**config.mk**
```make
export PLATFORM = sky130hd
export DESIGN_NAME = placar_sequenciador_flat
export DESIGN_NICKNAME = d
export VERILOG_FILES = /design/src/rtl/placar_sequenciador_if.sv /design/src/rtl/placar_sequenciador.sv /design/src/flat_wrapper.sv
export SDC_FILE = /design/constraint.sdc
export NUM_CORES = 1
export LEC_CHECK = 0
export ABC_AREA = 1
export CORE_UTILIZATION = 30
export DETAILED_ROUTE_END_ITERATION = 6
export PLACE_DENSITY_LB_ADDON = 0.05
export SYNTH_ARGS = -nofsm -noshare
export SYNTH_HDL_FRONTEND = slang
export SYNTH_SLANG_ARGS = --single-unit
```
**constraint.sdc**
```tcl
create_clock -name clk -period 4.1 [get_ports clk]
set_input_delay 0.82 -clock clk [delete_from_list [all_inputs] [get_ports clk]]
set_output_delay 0.82 -clock clk [all_outputs]
set_load 0.01 [all_outputs]
```
**src/rtl/placar_sequenciador_if.sv**
```systemverilog
// Point-event and shared-converter signals between the scoreboard controller and its environment.
interface placar_sequenciador_if;
  logic       pts_valid;
  logic       pts_team;
  logic [1:0] pts_val;
  logic       pts_sub;
  logic       clr;
  logic [6:0] conv_bin;
  logic [7:0] conv_bcd;
  logic       conv_passou99;

  modport master (
    output pts_valid, pts_team, pts_val, pts_sub, clr,
    input  conv_bin,
    output conv_bcd, conv_passou99
  );

  modport slave (
    input  pts_valid, pts_team, pts_val, pts_sub, clr,
    output conv_bin,
    input  conv_bcd, conv_passou99
  );
endinterface

```
**src/rtl/placar_sequenciador.sv**
```systemverilog
// Basketball score controller: applies point events, time-shares the external BCD converter for both teams.
// Optional subtraction (correction) events are enabled by defining PLACAR_CORRECAO_EN.
module placar_sequenciador #(
  parameter int MAX_PLACAR = 99
) (
  input  logic                    clk,
  input  logic                    rst_n,
  placar_sequenciador_if.slave    bus,
  output logic [6:0]              score_a,
  output logic [6:0]              score_b,
  output logic [7:0]              bcd_a,
  output logic [7:0]              bcd_b,
  output logic                    over_a,
  output logic                    over_b,
  output logic                    conv_err,
  output logic                    busy,
  output logic                    disp_valid,
  output logic                    drop
);

  localparam logic [7:0] MAX8 = 8'(MAX_PLACAR);

  typedef enum logic [1:0] {
    IDLE,
    UPDATE,
    CONV_A,
    CONV_B
  } state_t;

  state_t     state;
  state_t     state_next;

  logic       cur_team;
  logic [1:0] cur_val;
  logic       cur_sub;

  logic       pend_full;
  logic       pend_team;
  logic [1:0] pend_val;
  logic       pend_sub;

  logic       load_cur;
  logic       take_pend;
  logic       want_queue;
  logic       store_pend;
  logic       drop_evt;

  logic [6:0] cur_score;
  logic [7:0] sum;
  logic [6:0] upd_score;
  logic       upd_over;

`ifdef PLACAR_CORRECAO_EN
  logic signed [7:0] diff;
`else
  logic       unused_sub;
  assign unused_sub = cur_sub;
`endif

  always_comb begin
    state_next = state;
    case (state)
      IDLE:    if (bus.pts_valid || pend_full) state_next = UPDATE;
      UPDATE:  state_next = CONV_A;
      CONV_A:  state_next = CONV_B;
      CONV_B:  state_next = pend_full ? UPDATE : IDLE;
      default: state_next = IDLE;
    endcase
    if (bus.clr) state_next = CONV_A;
  end

  // A queued event always runs before a newly arriving one; the newcomer may refill the slot it frees.
  always_comb begin
    load_cur   = 1'b0;
    take_pend  = 1'b0;
    want_queue = 1'b0;
    store_pend = 1'b0;
    drop_evt   = 1'b0;
    if (!bus.clr) begin
      load_cur   = (state == IDLE && (bus.pts_valid || pend_full)) ||
                   (state == CONV_B && pend_full);
      take_pend  = load_cur && pend_full;
      want_queue = bus.pts_valid && (state != IDLE || pend_full);
      store_pend = want_queue && (!pend_full || take_pend);
      drop_evt   = want_queue && !store_pend;
    end
  end

  always_comb begin
    cur_score = cur_team ? score_b : score_a;
    sum       = {1'b0, cur_score} + {6'b0, cur_val};
    upd_over  = (sum > MAX8);
    upd_score = upd_over ? MAX8[6:0] : sum[6:0];
`ifdef PLACAR_CORRECAO_EN
    diff = $signed({1'b0, cur_score}) - $signed({6'b0, cur_val});
    if (cur_sub) begin
      upd_over  = 1'b0;
      upd_score = diff[7] ? 7'd0 : diff[6:0];
    end
`endif
  end

  assign busy         = (state != IDLE);
  assign bus.conv_bin = (state == CONV_B) ? score_b : score_a;

  always_ff @(posedge clk) begin
    if (!rst_n) begin
      state      <= IDLE;
      score_a    <= 7'd0;
      score_b    <= 7'd0;
      bcd_a      <= 8'h00;
      bcd_b      <= 8'h00;
      over_a     <= 1'b0;
      over_b     <= 1'b0;
      conv_err   <= 1'b0;
      disp_valid <= 1'b0;
      drop       <= 1'b0;
      cur_team   <= 1'b0;
      cur_val    <= 2'd0;
      cur_sub    <= 1'b0;
      pend_full  <= 1'b0;
      pend_team  <= 1'b0;
      pend_val   <= 2'd0;
      pend_sub   <= 1'b0;
    end else begin
      state      <= state_next;
      disp_valid <= 1'b0;
      drop       <= drop_evt;
      if (bus.clr) begin
        score_a   <= 7'd0;
        score_b   <= 7'd0;
        over_a    <= 1'b0;
        over_b    <= 1'b0;
        conv_err  <= 1'b0;
        pend_full <= 1'b0;
      end else begin
        if (load_cur) begin
          cur_team <= pend_full ? pend_team : bus.pts_team;
          cur_val  <= pend_full ? pend_val  : bus.pts_val;
          cur_sub  <= pend_full ? pend_sub  : bus.pts_sub;
        end
        if (store_pend) begin
          pend_full <= 1'b1;
          pend_team <= bus.pts_team;
          pend_val  <= bus.pts_val;
          pend_sub  <= bus.pts_sub;
        end else if (take_pend) begin
          pend_full <= 1'b0;
        end

        case (state)
          UPDATE: begin
            if (cur_team) begin
              score_b <= upd_score;
              over_b  <= over_b | upd_over;
            end else begin
              score_a <= upd_score;
              over_a  <= over_a | upd_over;
            end
          end
          CONV_A: begin
            bcd_a    <= bus.conv_bcd;
            conv_err <= conv_err | bus.conv_passou99;
          end
          CONV_B: begin
            bcd_b      <= bus.conv_bcd;
            conv_err   <= conv_err | bus.conv_passou99;
            disp_valid <= 1'b1;
          end
          default: ;
        endcase
      end
    end
  end

endmodule

```
**src/flat_wrapper.sv**
```systemverilog
// flat-port wrapper written by rule: the top's interface ports become plain ports
module placar_sequenciador_flat 
#(
  parameter int MAX_PLACAR = 99
)
  (clk, rst_n, score_a, score_b, bcd_a, bcd_b, over_a, over_b, conv_err, busy, disp_valid, drop, bus_pts_valid, bus_pts_team, bus_pts_val, bus_pts_sub, bus_clr, bus_conv_bin, bus_conv_bcd, bus_conv_passou99);
  placar_sequenciador_if bus_i ();
  input  logic clk;
  input  logic rst_n;
  output logic [6:0] score_a;
  output logic [6:0] score_b;
  output logic [7:0] bcd_a;
  output logic [7:0] bcd_b;
  output logic over_a;
  output logic over_b;
  output logic conv_err;
  output logic busy;
  output logic disp_valid;
  output logic drop;
  input wire logic [$bits(bus_i.pts_valid)-1:0] bus_pts_valid;
  input wire logic [$bits(bus_i.pts_team)-1:0] bus_pts_team;
  input wire logic [$bits(bus_i.pts_val)-1:0] bus_pts_val;
  input wire logic [$bits(bus_i.pts_sub)-1:0] bus_pts_sub;
  input wire logic [$bits(bus_i.clr)-1:0] bus_clr;
  output wire logic [$bits(bus_i.conv_bin)-1:0] bus_conv_bin;
  input wire logic [$bits(bus_i.conv_bcd)-1:0] bus_conv_bcd;
  input wire logic [$bits(bus_i.conv_passou99)-1:0] bus_conv_passou99;
  assign bus_i.pts_valid = bus_pts_valid;
  assign bus_i.pts_team = bus_pts_team;
  assign bus_i.pts_val = bus_pts_val;
  assign bus_i.pts_sub = bus_pts_sub;
  assign bus_i.clr = bus_clr;
  assign bus_conv_bin = bus_i.conv_bin;
  assign bus_i.conv_bcd = bus_conv_bcd;
  assign bus_i.conv_passou99 = bus_conv_passou99;
  placar_sequenciador #(.MAX_PLACAR(MAX_PLACAR)) u_core (.clk(clk), .rst_n(rst_n), .bus(bus_i), .score_a(score_a), .score_b(score_b), .bcd_a(bcd_a), .bcd_b(bcd_b), .over_a(over_a), .over_b(over_b), .conv_err(conv_err), .busy(busy), .disp_valid(disp_valid), .drop(drop));
endmodule
```
==> reports/qor.yml <==
run_status:
  status: "complete, no violations"
cells_and_area:
  num_antenna_cells: 0
  syn_to_final_growth_pct: 35.75
  layout_common_cells: "58 x nand2_1, 58 x clkdlybuf4s50_1, 45 x nor2_1, 44 x o21ai_0, 44 x dfxtp_1"
  final_nets: 387
  finalNonFillerCells: 459
  drive_above_1_share: 0.03857
worst_setup_path:
  end_kind: "primary output"
  cp_slowest_stage_delay_ns: 0.54
  required_ns: 3.28
  ff2ff_path_depth: 10
  cp_max_fo: 16
  cp-start-kind: "register"
  critical_path_class: "register to primary output"
  cp_slowest_cell: "ha_1"
  critical_path.most_common_cell: "nand2_1"
  ff2ff_setup_slack_ns: 1.36
  r2r-start: "u_core.cur_team"
  crit_chain: "ha_1, inv_1, nand2_1, nand2_1, clkdlybuf4s50_1"
  cp.arrival_ns: 2.06
  rr_endpoint: "u_core.over_b"
job:
  cap_violations: 0
global_routing:
  grt_pass1_vias: 1850
  grt_overflow: 0
  grt_pass1_wl_um: 8921
  antenna_found_initial: 0
  grt_max_degree: 24
  grt_util_all_layers: 0.1557
logic_synthesis:
  yosys_warnings: 0
  syn-num-nets: 329
  synth.yosys.seq_area_share: 0.4181
  synthesis.area_mm2: 0.002107
  ys_ff_latch: 44
  netlist_instances: 305
  synthesis.area_per_instance_um2: 6.908
  yosysUniqueCellTypes: 26
hold_path:
  hold_path.class: "register to register"
  min_from: "u_core.conv_err"
  whs_path_depth: 2
  whs_endpoint: "u_core.conv_err"
pwr:
  vdd_drop_max_mv: 0.1327
  p_per_area_mw_per_mm2: 303.4
  p_leak_nw: 1.212
clock_network:
  ctsHoldBuffers: 0
  clkSinkCount: 44
  path_clk_slew_ns: 0.09
  clkLatencyLatePin_ns: 0.30
  clk_path_buf_depth: 2
  post_cts.repair.setup_buffers: 0
  numCtsBuffers: 5
  cts_tree: "built"
  cts_root_buffer: "clkbuf_8"
  htreeDepth: 2
  ctsResizeCount: 0
die:
  ios: 60
  die_area_mm2: 0.007363
  core.rowCount: 30
  start_util: 0.3101
  die_width_um: 85.81
  die_y_um: 85.81
  core_mm2: 0.006794
placed_design:
  place_inst: 452
  finalWeightedCongestion: 0.7865
  port_buffers: 58
  hpwl_um: 3881
timing:
  timing.final.crit_share: 0.7013
  setup_tns_ns: 0
  hold_viol: 0
  max_freq_mhz: 347.8
  worst-slew-pin-transition_ns: 0.5834
  min_period_ns: 2.875
  maxSlewHeadroom: 0.6096
  slew_viol_final: 0
  fin_skew_ns: 0.008909
  rsz0062_at_grt: "false"
  setup_violations: 0
detailed_routing:
  routed-via-count: 2043
  routed_via_density: 4.451
  drt_first_pass_iters: 4
  post_drt_wl_per_cell_um: 11.81
  wirelength_um: 5419
  drtAntennaViolNets: 0
  drc: 0
  drt_iter0_drc: 123
==> area by class of cell <==
class / count / area, µm²
fillers: 724 / 3934
inverters: 44 / 165.2
well taps: 96 / 120.1
clock buffers: 5 / 68.82
multi-input cells: 209 / 1025
flip-flops and latches: 44 / 880.8
repair buffers: 59 / 588.1
clock inverters: 2 / 12.51
==> synthesized netlist by cell type <==
library cell	number	area, µm²
nand2_1	58	217.7
nor2_1	45	168.9
dfxtp_1	44	880.8
o21ai_0	44	220.2
inv_1	42	157.7
a21oi_1	19	95.09
nand3_1	13	65.06
nand4_1	9	56.30
ha_1	6	75.07
clkbuf_1	5	18.77
a31oi_1	4	25.02
nand2_2	2	12.51
a211oi_1	1	7.510
and2_1	1	6.260
buf_2	1	5.000
buf_4	1	7.510
clkbuf_2	1	5.000
clkinv_1	1	3.750
fa_1	1	20.02
inv_2	1	3.750
nand3_4	1	17.52
nor2_2	1	6.260
nor3_2	1	10.01
nor4_1	1	6.260
o22ai_1	1	6.260
xor2_1	1	8.760
==> logic make-up (layout without fill, tap and decap cells) <==
| group | count (synthesis) | after routing | synth area share |
|---|---|---|---|
| and+or+nand+nor | 132 | 132 | 0.2690 |
| AOI/OAI and AO/OA | 69 | 69 | 0.1681 |
| xor gates and xnor gates | 1 | 1 | 0.004158 |
| DFF | 44 | 44 | 0.4180 |
| buffers and inverters | 52 | 110 | 0.09560 |
| adders and majority gates | 7 | 7 | 0.04513 |
==> where the power goes <==
| group | switching, mW | internal [mW] | leakage (nW) |
|---|---|---|---|
| clock network | 0.153 | 0.116 | 0.0400 |
| registers | 0.0156 | 0.445 | 0.357 |
| logic | 0.0762 | 0.0623 | 0.815 |
| total | 0.245 | 0.623 | 1.21 |
==> worst max-delay path: cells and delay by family, from the launching register on <==
family        cells  cell delay (ns)
fa+ha+maj         1             0.54
buf+inv           2             0.67
flops             1             0.41
simple gates      2             0.15
==> flip-flops by register name, summed over array words and instances (netlist names), 2 cells and up <==
name	cells
u_core.bcd_a	8
u_core.bcd_b	8
u_core.score_a	7
u_core.score_b	7
u_core.cur_val	2
u_core.pend_val	2
u_core.state	2
==> worst max path at each step <==
stage,startpoint,to,slack (ns),cells after the start
2_1_floorplan,u_core.cur_team,u_core.score_b[5],2.00,11
5_1_grt,u_core.state[0],bus_conv_bin[2],0.98,5
4_1_cts,u_core.state[1],bus_conv_bin[2],1.15,5
6_report,u_core.state[1],bus_conv_bin[2],1.22,5
3_5_place_dp,rst_n,u_core.drop,1.12,6
3_3_place_gp,rst_n,u_core.drop,1.11,6
==> metrics by stage <==
step	util	hold slack [ns]	instance area, µm²	setup slack [ns]	total power [mW]
floorplan	-	0.4553	2107	2.001	0.5450
global placement	0.4090	0.4445	2779	1.113	0.6102
detailed placement	0.4090	0.4450	2779	1.123	0.6102
CTS	0.4210	0.4586	2860	1.150	0.8861
global route	0.4210	0.4907	2860	0.9847	0.9200
finish	0.4210	0.4547	2860	1.225	0.8677
==> per-layer routing <==
layer  up-vias  part of all wire  GRT usage  wire (µm)
met4         0            0.0079    0.03636         43
li1       1095                 -          -          -
met1       900              0.46     0.1976       2518
met5         -                 0          0          0
met2        44              0.48     0.2575       2597
met3         4             0.048    0.05005        259
No activity file was read; power rests on OpenSTA's default activity.
